$ cat src/rtl/lane_deskew_ctrl.sv
// JESD204B RX lane deskew controller: waits for all enabled lanes, scans latencies,
// computes per-lane release delays. Optional relock on ready loss: LANE_DESKEW_RELOCK_EN.
module lane_deskew_ctrl #(
  parameter int unsigned L               = 1,
  parameter int unsigned PARALLEL_OCTETS = 4,
  parameter int unsigned MAX_SKEW        = 16,
  parameter int unsigned TIMEOUT         = 2047,
  parameter int unsigned DLY_W           = $clog2(MAX_SKEW + 1)
) (
  input  logic               clk_i,
  input  logic               rst_ni,
  input  logic [L*14-1:0]    lane_latency_i,
  input  logic [L-1:0]       lane_latency_ready_i,
  input  logic [L-1:0]       lane_enable_i,
  input  logic               restart_i,
  output logic [L*DLY_W-1:0] lane_delay_o,
  output logic [L*3-1:0]     lane_octet_shift_o,
  output logic [10:0]        max_skew_o,
  output logic               release_o,
  output logic               aligned_o,
  output logic               skew_err_o,
`ifdef LANE_DESKEW_RELOCK_EN
  output logic [7:0]         relock_cnt_o,
`endif
  output logic               timeout_err_o
);

  localparam int unsigned IdxW    = (L > 1) ? $clog2(L) : 1;
  localparam int unsigned TmoW    = $clog2(TIMEOUT + 1);
  localparam logic [TmoW-1:0] TmoMax  = TmoW'(TIMEOUT);
  localparam logic [IdxW-1:0] IdxLast = IdxW'(L - 1);
  localparam logic [10:0]     SkewMax = 11'(MAX_SKEW);

  if (TIMEOUT < 1) begin : g_bad_timeout
    $error("TIMEOUT must be at least 1");
  end
  if (PARALLEL_OCTETS < 1) begin : g_bad_octets
    $error("PARALLEL_OCTETS must be at least 1");
  end

  typedef enum logic [2:0] {StWaitAll, StScan, StCheck, StAligned, StError} state_e;

  state_e          state_q;
  logic [TmoW-1:0] tmo_q;
  logic [IdxW-1:0] idx_q;
  logic [L-1:0]    en_q;
  logic [10:0]     max_q, min_q;
  logic            seen_q;

  logic        all_ready;
  logic        ready_drop;
  logic [10:0] cur_beat;
  logic [10:0] spread;

  assign all_ready  = ((lane_latency_ready_i & lane_enable_i) == lane_enable_i) &&
                      (lane_enable_i != '0);
  assign ready_drop = (lane_latency_ready_i & en_q) != en_q;
  assign cur_beat   = lane_latency_i[idx_q*14+3 +: 11];
  assign spread     = max_q - min_q;

  always_ff @(posedge clk_i or negedge rst_ni) begin
    if (!rst_ni) begin
      state_q            <= StWaitAll;
      tmo_q              <= '0;
      idx_q              <= '0;
      en_q               <= '0;
      max_q              <= '0;
      min_q              <= '0;
      seen_q             <= 1'b0;
      lane_delay_o       <= '0;
      lane_octet_shift_o <= '0;
      max_skew_o         <= '0;
      release_o          <= 1'b0;
      aligned_o          <= 1'b0;
      skew_err_o         <= 1'b0;
      timeout_err_o      <= 1'b0;
`ifdef LANE_DESKEW_RELOCK_EN
      relock_cnt_o       <= '0;
`endif
    end else if (restart_i) begin
      state_q            <= StWaitAll;
      tmo_q              <= '0;
      lane_delay_o       <= '0;
      lane_octet_shift_o <= '0;
      max_skew_o         <= '0;
      release_o          <= 1'b0;
      aligned_o          <= 1'b0;
      skew_err_o         <= 1'b0;
      timeout_err_o      <= 1'b0;
    end else begin
      unique case (state_q)
        StWaitAll: begin
          if (lane_enable_i == '0) begin
            tmo_q <= '0;
          end else if (tmo_q != TmoMax) begin
            tmo_q <= tmo_q + TmoW'(1);
          end
          if (all_ready) begin
            en_q    <= lane_enable_i;
            idx_q   <= '0;
            max_q   <= '0;
            min_q   <= '0;
            seen_q  <= 1'b0;
            tmo_q   <= '0;
            state_q <= StScan;
          end else if ((lane_enable_i != '0) && (tmo_q == TmoMax)) begin
            timeout_err_o <= 1'b1;
            state_q       <= StError;
          end
        end
        StScan: begin
          if (ready_drop) begin
            tmo_q   <= '0;
            state_q <= StWaitAll;
          end else begin
            // The first enabled lane seeds both extremes.
            if (en_q[idx_q]) begin
              if (!seen_q || (cur_beat > max_q)) max_q <= cur_beat;
              if (!seen_q || (cur_beat < min_q)) min_q <= cur_beat;
              seen_q <= 1'b1;
            end
            if (idx_q == IdxLast) begin
              state_q <= StCheck;
            end else begin
              idx_q <= idx_q + IdxW'(1);
            end
          end
        end
        StCheck: begin
          max_skew_o <= spread;
          if (spread > SkewMax) begin
            skew_err_o <= 1'b1;
            state_q    <= StError;
          end else begin
            for (int i = 0; i < L; i++) begin
              lane_delay_o[i*DLY_W +: DLY_W] <=
                en_q[i] ? DLY_W'(max_q - lane_latency_i[i*14+3 +: 11]) : '0;
              lane_octet_shift_o[i*3 +: 3] <= lane_latency_i[i*14 +: 3];
            end
            release_o <= 1'b1;
            aligned_o <= 1'b1;
            state_q   <= StAligned;
          end
        end
        StAligned: begin
`ifdef LANE_DESKEW_RELOCK_EN
          if (ready_drop) begin
            state_q            <= StWaitAll;
            tmo_q              <= '0;
            release_o          <= 1'b0;
            aligned_o          <= 1'b0;
            lane_delay_o       <= '0;
            lane_octet_shift_o <= '0;
            max_skew_o         <= '0;
            if (relock_cnt_o != 8'hFF) relock_cnt_o <= relock_cnt_o + 8'd1;
          end
`endif
        end
        StError: begin
          release_o <= 1'b0;
          aligned_o <= 1'b0;
        end
        default: state_q <= StWaitAll;
      endcase
    end
  end

endmodule

$ cat config.mk
export PLATFORM = sky130hd
export DESIGN_NAME = lane_deskew_ctrl
export DESIGN_NICKNAME = d
export VERILOG_FILES = /design/src/rtl/lane_deskew_ctrl.sv
export SDC_FILE = /design/constraint.sdc
export NUM_CORES = 1
export LEC_CHECK = 0
export CORE_UTILIZATION = 30
export DETAILED_ROUTE_END_ITERATION = 7
export DONT_BUFFER_PORTS = 1
export HOLD_SLACK_MARGIN = 0.12
export PLACE_DENSITY = 0.41
export SETUP_SLACK_MARGIN = 0.5
export SLEW_MARGIN = 25
export SYNTH_ARGS = -nofsm -noshare
export SYNTH_HDL_FRONTEND = slang
export SYNTH_SLANG_ARGS = --single-unit
$ cat constraint.sdc
create_clock -name clk_i -period 3.2 [get_ports clk_i]
set_clock_uncertainty 0.2 [all_clocks]
set_input_delay 0.48 -clock clk_i [delete_from_list [all_inputs] [get_ports clk_i]]
set_output_delay 0.48 -clock clk_i [all_outputs]
set_load 0.05 [all_outputs]
==> flow_metrics.env, run 1 <==
export IMPL_grt_pass1_wl_um=17000
export IMPL_boundaryPins=42
export IMPL_synth_top_cell_area_share_pct=37.9
export IMPL_worstPathBufferInverterCount=3
export IMPL_timing_worst_setup_path_type="reg2reg"
export IMPL_final_hpwl_dp_um=7490
export IMPL_antenna_violating_nets_left=0
export IMPL_reg2reg_setup_slack_ns=0.29
export IMPL_ys_flop_type="dfrtp_1"
export IMPL_synth_compound_area_share_pct=16.0
export IMPL_place_gp_congestion=0.770
export IMPL_synth_cells=427
export IMPL_final_worst_path_cycle_share_pct=90.9
export IMPL_synth_top_area_cell="dfrtp_1"
export IMPL_max_freq_ghz=0.344
export IMPL_synth_xor_xnor_area_share_pct=2.18
export IMPL_via_per_instance_ratio=4.97
export IMPL_slew_headroom_pct=40.1
export IMPL_setup_viol_count_final=0
export IMPL_cellInternalPower_mw=2.91
export IMPL_fillCellCount=1291
export IMPL_drive_gt1_share_pct=23.0
export IMPL_seqPwrFrac_pct=19.6
export IMPL_initial_core_util_pct=31.1
export IMPL_synthArstFlopShare_pct=100
export IMPL_hold_worst_path_end="lane_delay_o[2]"
export IMPL_share_of_synthesized_area_spent_on_multiplexers_pct=8.28
export IMPL_seq_total_area_yosys_pct=37.9
export IMPL_cp_max_fo=4
export IMPL_drtIter0Drc=119
export IMPL_cts_buffers_inserted=9
export IMPL_netlist_cell_type_count=53
export IMPL_core_rowCount=41
export IMPL_wirelength_um=10400
export IMPL_gr_usage_met2_pct=25.1
export IMPL_cts_sink_count=60
export IMPL_grt_remaining_overflow=0
export IMPL_grt_usage_pct=17.0
export IMPL_design_final_nets=517
export IMPL_finalHoldViolations=0
export IMPL_dr_pass1_iterations=5
export IMPL_grt_setup_unrepaired="true"
export IMPL_cts_root_buf="clkbuf_16"
export IMPL_detailroute_via_count=3167
export IMPL_yosys_warnings=0
export IMPL_maxCapViolCount=0
export IMPL_die_area_um2=13700
export IMPL_worstHoldPathCells=3
export IMPL_switchingPower_mw=1.83
export IMPL_worst_ep_arrival_time_ns=2.97
export IMPL_startpoint_type="register"
export IMPL_diodes=0
export IMPL_cts_htree_levels=3
export IMPL_grt_util_met3_pct=4.74
export IMPL_cts_reportedPaths_clkPinSlew_ns=0.05
export IMPL_dpl_cell_area_um2=4200
export IMPL_cp_top_family="compound AO/OA/AOI/OAI gates"
export IMPL_grt_antenna_before_repair=0
export IMPL_grt_max_degree=61
export IMPL_worst_slew_pin_slew_ns=0.899
export IMPL_slowest_stage_cell_on_the_critical_path="a311o_2"
export IMPL_timing_setup_tns_ns=0
export IMPL_power_density_nw_per_um2=956
export IMPL_fp_coreArea_um2=12700
export IMPL_worst_skew_pair_late_latency_ns=0.34
export IMPL_worst_ep_required_time_ns=3.26
export IMPL_static_leakage_nw=2.27
export IMPL_slew_viol_final=0
export IMPL_worst_min_delay_path_class="in2reg"
export IMPL_critical_path_endpoint_type="register"
export IMPL_synthesis_nets=484
export IMPL_synth_edff_count=0
export IMPL_regToRegStartpoint="min_q[0]"
export IMPL_outcome="completed"
export IMPL_timing_reg2reg_worst_path_depth=12
export IMPL_final_util_pct=39.0
export IMPL_synthToLayoutAreaGrowth_pct=25.2
export IMPL_synth_top_family_by_area="simple AND/OR/NAND/NOR gates"
export IMPL_ir_worst_vdd_mv=0.384
export IMPL_synth_top_cells_by_area="dfrtp_1 (38%), ha_1 (11%), mux2_2 (6.3%)"
export IMPL_peak_usage_layer_in_the_global_routing_report="met2"
export IMPL_chipWidth_um=117
export IMPL_postLayoutCellArea_um2=4960
export IMPL_cts_tree="done"
export IMPL_drt_wirelength_per_cell_um=16.3
export IMPL_synth_area_um2=3960
export IMPL_comb_power_share_pct=58.4
export IMPL_swShare_pct=38.6
export IMPL_synthSimpleGateAreaFrac_pct=17.4
export IMPL_first_global_vias=3097
export IMPL_fp_dieH_um=117
export IMPL_globalRouteMet1Util_pct=23.1
export IMPL_remaining_drc_errors=0
export IMPL_cp_common_cell="buf_4"
export IMPL_share_clk_of_total_power_pct=22.0
export IMPL_ys_ff_latch=60
export IMPL_path_cells="ha_4 -> fa_2 -> buf_4 -> xor2_2 -> and3_4 -> a22o_1 -> nand2_1 -> a311o_2 -> nor4_4 -> buf_4 -> buf_12 -> mux2i_1"
export IMPL_critical_path_max_stage_delay_ns=0.45
export IMPL_synth_adder_area_share_pct=12.4
export IMPL_io_buffer_count=0
export IMPL_worstReg2RegEnd="lane_octet_shift_o[2]"
export IMPL_hold_start="restart_i"
export IMPL_buffer_depth_of_the_longest_clock_path=2
export IMPL_min_period_ns=2.91
export IMPL_synthesis_area_per_instance_um2=9.27
metal layers:
metal	part of all wire, %	wire length, µm
met1	49	5130
met2	44	4590
met5	0	0
met3	4.6	484
met4	2.0	206
through the flow:
| stage | setup WS [ns] | hold WS [ns] | cells | power [mW] |
|---|---|---|---|---|
| finish | 0.293 | 0.158 | 637 | 4.74 |
| global route | 0.167 | 0.182 | 637 | 5.07 |
| CTS | 0.264 | 0.149 | 629 | 4.28 |
| detailed placement | 0.0211 | -0.0136 | 593 | 2.71 |
| global placement | 0.109 | -0.0137 | 593 | 2.70 |
| floorplan | 0.329 | -0.0156 | 427 | 2.29 |
worst min-delay path: stages:
cell and delay, ns:
nor2_1 0.05, nand2_1 0.06, mux2i_1 0.06
how the worst max path moves through the flow:
stage / from / endpoint / slack [ns] / cells after the start
floorplan: min_q[4] / lane_delay_o[0] / 0.33 / 10
global placement: min_q[5] / lane_octet_shift_o[2] / 0.11 / 9
detailed placement: min_q[5] / lane_octet_shift_o[1] / 0.02 / 9
CTS: min_q[0] / state_q[0] / 0.26 / 11
global route: max_q[0] / lane_octet_shift_o[2] / 0.17 / 13
finish: min_q[0] / lane_octet_shift_o[2] / 0.29 / 12
placed cells by master (no fill, tap or decap), drive strengths merged, types with 9 or more instances in the layout:
cell / synthesis / routed
inv: 36 / 36
clkbuf: 11 / 13
a21oi: 29 / 29
ha: 36 / 36
o21ai: 26 / 26
nand2: 42 / 42
nand3: 9 / 9
dfrtp: 60 / 60
buf: 6 / 34
and3: 16 / 16
nor2: 29 / 29
mux2: 22 / 22
a21o: 11 / 11
repair_timing:
action                                 CTS  global route
gates resized for setup                 19            19
hold buffers                             6             0
setup endpoints to repair               14            33
pin swaps                               11             9
cloned                                   0             0
endpoints found under the hold margin   75             0
setup buffers                           14             8
state kept, by name, summed over array words and instances (netlist names):
register / cells
min_q: 11
seen_q: 1
lane_delay_o: 5
state_q: 3
aligned_o: 1
max_q: 11
max_skew_o: 11
skew_err_o: 1
lane_octet_shift_o: 3
en_q: 1
tmo_q: 11
timeout_err_o: 1
final cells by class:
cell class / count / area [µm²] / area share (%)
multi-input combinational: 314 / 2430 / 49.1
tap: 172 / 215 / 4.34
clock inverter: 3 / 42.5 / 0.858
timing repair buffer: 39 / 349 / 7.04
sequential: 60 / 1500 / 30.3
inverter: 36 / 135 / 2.73
clock buffer: 13 / 280 / 5.66
logic make-up after synthesis:
group	count (synthesis)
flip-flops	60
AO/OA/AOI/OAI	100
buffers and inverters	53
XOR/XNOR	9
AND/OR/NAND/NOR	137
multiplexers	30
adder cells (fa/ha/maj)	38
power groups by stage:
stage	Clock (mW)	Sequential [mW]	Combinational, mW
after floorplan	0	0.921	1.37
after global placement	0	0.938	1.76
after detailed placement	0	0.938	1.77
after CTS	1.08	0.926	2.27
after global routing	1.12	0.944	3.01
final	1.04	0.931	2.77
Yosys cell counts (all sizes together), types with 5 or more instances:
master / count
nor2: 29
mux2: 22
nor3: 8
dfrtp: 60
clkbuf: 11
a21oi: 29
inv: 36
nand3: 9
o21ai: 26
nor4: 5
ha: 36
nand2b: 6
o31ai: 7
xor2: 5
nand2: 42
buf: 6
mux2i: 8
and2: 7
a21o: 11
and3: 16
(Power assumes the default switching activity.)
==> run 2: changes to the inputs <==
==> constraint.sdc (replaced) <==
create_clock -name clk_i -period 3.1 [get_ports clk_i]
set_clock_uncertainty 0.2 [all_clocks]
set_input_delay 0.465 -clock clk_i [delete_from_list [all_inputs] [get_ports clk_i]]
set_output_delay 0.465 -clock clk_i [all_outputs]
set_load 0.05 [all_outputs]
==> run 2 against run 1 <==
Net effect:
- cell count decreased by 1.1%
- cell area is 1.1% lower
- register-to-register slack worse by 0.02 ns
- sequential power up 3.3%
- routed wire length is 2.2% lower
- critical path type unchanged
- largest cell class unchanged
- largest power group unchanged
- highest routed layer unchanged
==> flow_metrics.env, run 2 (synthesized netlist as in run 1, its figures left out) <==
export IMPL_worst_ep_arrival_time_ns=2.89
export IMPL_grt_antenna_before_repair=0
export IMPL_first_global_vias=3056
export IMPL_setup_worst_path_end="lane_delay_o[0]"
export IMPL_outcome="completed"
export IMPL_final_hpwl_dp_um=7380
export IMPL_cts_buffers_inserted=9
export IMPL_reg2reg_setup_slack_ns=0.27
export IMPL_worst_min_delay_path_class="in2reg"
export IMPL_drt_wirelength_per_cell_um=16.2
export IMPL_power_mw=4.49
export IMPL_cp_max_fo=7
export IMPL_design_final_nets=510
export IMPL_antenna_violating_nets_left=0
export IMPL_buffer_depth_of_the_longest_clock_path=2
export IMPL_cts_tree="done"
export IMPL_io_buffer_count=0
export IMPL_timing_setup_tns_ns=0
export IMPL_grt_usage_pct=16.1
export IMPL_final_cell_mix="dfrtp_1 (60), nand2_1 (42), inv_1 (34), nor2_1 (29), ha_1 (28)"
export IMPL_finalHoldViolations=0
export IMPL_wirelength_um=10200
export IMPL_startpoint_type="register"
export IMPL_cts_root_buf="clkbuf_16"
export IMPL_synthToLayoutAreaGrowth_pct=23.8
export IMPL_grt_setup_unrepaired="true"
export IMPL_layout_cells_most_common="dfrtp_1"
export IMPL_gr_usage_met2_pct=25.2
export IMPL_fillCellCount=1334
export IMPL_worst_skew_pair_late_latency_ns=0.34
export IMPL_cts_reportedPaths_clkPinSlew_ns=0.05
export IMPL_place_gp_congestion=0.735
export IMPL_max_freq_ghz=0.353
export IMPL_initial_core_util_pct=31.1
export IMPL_timing_reg2reg_worst_path_depth=10
export IMPL_power_density_nw_per_um2=916
export IMPL_fp_coreArea_um2=12700
export IMPL_grt_remaining_overflow=0
export IMPL_die_area_um2=13700
export IMPL_critPathLaunch="min_q[0]"
export IMPL_postLayoutCellArea_um2=4900
export IMPL_grt_pass1_wl_um=16200
export IMPL_critical_path_endpoint_type="register"
export IMPL_worst_slew_pin_slew_ns=0.896
export IMPL_ir_worst_vdd_mv=0.413
export IMPL_hold_slack_ns=0.162
export IMPL_static_leakage_nw=2.23
export IMPL_fp_dieH_um=117
export IMPL_final_util_pct=38.5
export IMPL_globalRouteMet1Util_pct=20.7
export IMPL_core_rowCount=41
export IMPL_regToRegStartpoint="min_q[0]"
export IMPL_diodes=0
export IMPL_drtIter0Drc=81
export IMPL_detailroute_via_count=3087
export IMPL_peak_usage_layer_in_the_global_routing_report="met2"
export IMPL_maxCapViolCount=0
export IMPL_cts_sink_count=60
export IMPL_slew_headroom_pct=40.3
export IMPL_grt_util_met3_pct=6.02
export IMPL_slew_viol_final=0
export IMPL_boundaryPins=42
export IMPL_min_period_ns=2.83
export IMPL_dr_pass1_iterations=4
export IMPL_cts_htree_levels=3
export IMPL_worstReg2RegEnd="lane_delay_o[0]"
export IMPL_final_worst_path_cycle_share_pct=91.3
export IMPL_dpl_cell_area_um2=4210
export IMPL_drive_gt1_share_pct=22.3
export IMPL_timing_worst_setup_path_type="reg2reg"
export IMPL_worst_ep_required_time_ns=3.16
export IMPL_chipWidth_um=117
export IMPL_setup_viol_count_final=0
export IMPL_grt_max_degree=61
export IMPL_remaining_drc_errors=0
export IMPL_via_per_instance_ratio=4.90
==> run 2: cell count changes in the layout (fill, tap and decap cells not counted), moves of 2 or more <==
cell,delta
buf_4,-8
clkbuf_8,-3
ha_1,-3
a21oi_1,-2
a21oi_2,+2
clkinv_2,+2
ha_4,+2
==> run 2: routing by layer <==
metal / part of all wire (%) / vias to the layer above
li1: - / 1553
met1: 48 / 1486
met2: 46 / 38
met3: 4.9 / 10
met4: 1.0 / 0
met5: 0 / -
==> run 2: worst min path at each step <==
stage,from,endpoint,slack (ns),cells past startpoint
2_1_floorplan,rst_ni,aligned_o,-0.03,0
4_1_cts,restart_i,lane_delay_o[0],0.12,2
3_5_place_dp,rst_ni,state_q[2],-0.03,0
3_3_place_gp,rst_ni,timeout_err_o,-0.03,0
5_1_grt,restart_i,lane_delay_o[4],0.17,3
6_report,restart_i,lane_delay_o[3],0.16,3
==> run 2: repair_timing <==
action | in CTS | in global routing
hold endpoints to repair | 74 | 1
hold buffers | 6 | 1
pin swaps | 13 | 23
setup buffers | 10 | 4
gates resized for setup | 18 | 23
endpoints found under the setup margin | 22 | 40
cloned | 0 | 0
==> run 2: critical path, cell delays in order (launching register included) <==
cell     delay [ns]
dfrtp_1        0.41
ha_4           0.19
fa_2           0.35
xor2_1         0.19
and3_1         0.18
a22o_1         0.13
nand2_1        0.05
a311o_2        0.44
nor4_4         0.24
buf_6          0.18
mux2i_1        0.20
==> run 2: final cells by class <==
cell class                      count  area (µm²)  share of cell area, %
Clock buffer                       11         243                   4.95
Inverter                           36         135                   2.76
Clock inverter                      5        75.1                   1.53
Tap cell                          172         215                   4.39
Sequential cell                    60        1500                   30.6
Multi-Input combinational cell    314        2430                   49.6
Timing Repair Buffer               32         299                   6.10
==> run 2: metrics by stage <==
stage	std cells	setup slack [ns]
after detailed placement	593	0.0596
after floorplan	427	0.229
after global placement	593	0.125
after CTS	625	0.205
final	630	0.269
after global routing	630	0.143
==> run 2: power breakdown <==
| part | total, mW | leakage (nW) | switching, mW | internal (mW) |
|---|---|---|---|---|
| Sequential | 0.962 | 0.825 | 0.0935 | 0.869 |
| Clock | 1.09 | 0.159 | 0.367 | 0.721 |
| Combinational | 2.44 | 1.25 | 1.29 | 1.15 |
==> run 3: changes to the inputs <==
--- a/config.mk
+++ b/config.mk
@@ -9,7 +9,7 @@
 export DETAILED_ROUTE_END_ITERATION = 7
 export DONT_BUFFER_PORTS = 1
 export HOLD_SLACK_MARGIN = 0.12
-export PLACE_DENSITY = 0.41
+export PLACE_DENSITY = 0.54
 export SETUP_SLACK_MARGIN = 0.5
 export SLEW_MARGIN = 25
 export SYNTH_ARGS = -nofsm -noshare
==> run 3 against run 2 <==
Net effect:
- register-to-register slack about the same
- worst hold slack got worse by 0.0036 ns
- sequential cell count unchanged
- first-iteration DRC count rose by 130%
- critical path type unchanged
- critical endpoint is now state_q[0]
- largest power group unchanged
==> flow_metrics.env, run 3 (synthesized netlist as in run 1, its figures left out) <==
export IMPL_outcome="completed"
export IMPL_worst_slew_pin_slew_ns=0.930
export IMPL_slew_viol_final=0
export IMPL_final_cell_mix="dfrtp_1 (59), nand2_1 (42), inv_1 (34), nor2_1 (29), ha_1 (28)"
export IMPL_synthToLayoutAreaGrowth_pct=25.9
export IMPL_core_rowCount=41
export IMPL_final_hpwl_dp_um=7100
export IMPL_cts_tree="done"
export IMPL_grt_max_degree=61
export IMPL_slew_headroom_pct=38.0
export IMPL_setup_viol_count_final=0
export IMPL_finalHoldViolations=0
export IMPL_fp_dieH_um=117
export IMPL_drive_gt1_share_pct=24.5
export IMPL_drtIter0Drc=189
export IMPL_cts_buffers_inserted=9
export IMPL_timing_worst_setup_path_type="reg2reg"
export IMPL_worstHoldPathCells=3
export IMPL_ir_worst_vdd_mv=0.417
export IMPL_power_mw=4.57
export IMPL_cp_max_fo=7
export IMPL_timing_reg2reg_worst_path_depth=11
export IMPL_worst_min_delay_path_class="in2reg"
export IMPL_die_area_um2=13700
export IMPL_grt_setup_unrepaired="true"
export IMPL_grt_antenna_before_repair=0
export IMPL_hold_slack_ns=0.158
export IMPL_grt_remaining_overflow=0
export IMPL_min_period_ns=2.84
export IMPL_final_worst_path_cycle_share_pct=91.7
export IMPL_worst_ep_arrival_time_ns=2.86
export IMPL_place_gp_congestion=0.824
export IMPL_dp_cells=593
export IMPL_final_util_pct=39.2
export IMPL_io_buffer_count=0
export IMPL_grt_pass1_wl_um=16000
export IMPL_cp_top_family="compound AO/OA/AOI/OAI gates"
export IMPL_max_freq_ghz=0.352
export IMPL_cts_sink_count=60
export IMPL_instances_no_fill=638
export IMPL_path_cells="ha_4 -> fa_2 -> nand2b_4 -> a21oi_4 -> nor3_4 -> o31a_1 -> o211ai_1 -> buf_4 -> nor4_4 -> buf_6 -> a211o_2"
export IMPL_critical_path_endpoint_type="register"
export IMPL_dpl_cell_area_um2=4200
export IMPL_wirelength_um=9910
export IMPL_critical_path_depth=11
export IMPL_cts_root_buf="clkbuf_16"
export IMPL_worst_ep_required_time_ns=3.12
export IMPL_diodes=0
export IMPL_detailroute_via_count=3166
export IMPL_cts_reportedPaths_clkPinSlew_ns=0.06
export IMPL_chipWidth_um=117
export IMPL_fp_coreArea_um2=12700
export IMPL_worst_slack_ns=0.258
export IMPL_critical_path_max_stage_delay_ns=0.41
export IMPL_slowest_stage_cell_on_the_critical_path="dfrtp_1"
export IMPL_maxCapViolCount=0
export IMPL_layout_cells_most_common="dfrtp_1"
export IMPL_static_leakage_nw=2.28
export IMPL_startpoint_type="register"
export IMPL_design_final_nets=518
export IMPL_power_density_nw_per_um2=916
export IMPL_worst_skew_pair_late_latency_ns=0.34
export IMPL_initial_core_util_pct=31.1
export IMPL_pre_cts_slack_ns=0.0856
export IMPL_antenna_violating_nets_left=0
export IMPL_buffer_depth_of_the_longest_clock_path=2
export IMPL_remaining_drc_errors=0
export IMPL_via_per_instance_ratio=4.96
export IMPL_drt_wirelength_per_cell_um=15.5
export IMPL_boundaryPins=42
export IMPL_dr_pass1_iterations=4
export IMPL_grt_usage_pct=15.5
export IMPL_timing_setup_tns_ns=0
export IMPL_postLayoutCellArea_um2=4990
export IMPL_first_global_vias=3185
export IMPL_worstPathBufferInverterCount=2
export IMPL_cts_htree_levels=3
run 3: cell types whose count changed in the layout (fill, tap and decap cells not counted), moves of 2 or more:
cell,before,now
o21ai_2,1,3
ha_2,4,2
nor2b_1,4,2
nor2b_4,0,2
buf_6,3,7
ha_4,4,6
buf_4,21,27
o21ai_1,4,1
run 3: metal layers:
metal / global-route usage (%) / wire length (µm) / up-vias
met5: 0 / 0 / -
met4: 5.82 / 157 / 0
met3: 5.15 / 569 / 10
met2: 24.5 / 4520 / 47
met1: 19.7 / 4660 / 1535
li1: - / - / 1574
run 3: where the power goes:
group | internal [mW] | total (mW) | switching, mW
registers | 0.869 | 0.967 | 0.0976
logic | 1.26 | 2.60 | 1.35
clock network | 0.642 | 0.996 | 0.354
run 3: final cells by class:
cell class	instances	area, µm²
clock buffer	12	246
clock inverter	4	48.8
fill	1274	7740
inverter	36	135
multi-input combinational	314	2480
sequential	60	1500
tap	172	215
timing repair buffer	40	359
run 3: path summary, 6_finish.rpt:
path / start / end / slack (ns)
max: min_q[0] / state_q[0] / 0.26
min: restart_i / lane_delay_o[1] / 0.16
max reg2reg: min_q[0] / state_q[0] / 0.26
min reg2reg: tmo_q[6] / tmo_q[6] / 0.29
max in group asynchronous: rst_ni / max_q[4] / 1.97
min in group asynchronous: rst_ni / tmo_q[0] / 0.44
run 3: worst register-to-register path: stages, from the launching register on:
cell      delay, ns
dfrtp_1        0.41
ha_4           0.18
fa_2           0.35
nand2b_4       0.17
a21oi_4        0.17
nor3_4         0.07
o31a_1         0.24
o211ai_1       0.26
buf_4          0.18
nor4_4         0.04
buf_6          0.17
a211o_2        0.28
run 3: what timing repair did:
item                                    4_1_cts  5_1_grt
buffers inserted                             15        8
pin swaps                                    14       18
hold buffers                                  6        0
endpoints found under the setup margin       14       45
gates resized for setup                      19       33
hold endpoints to repair                     75        0
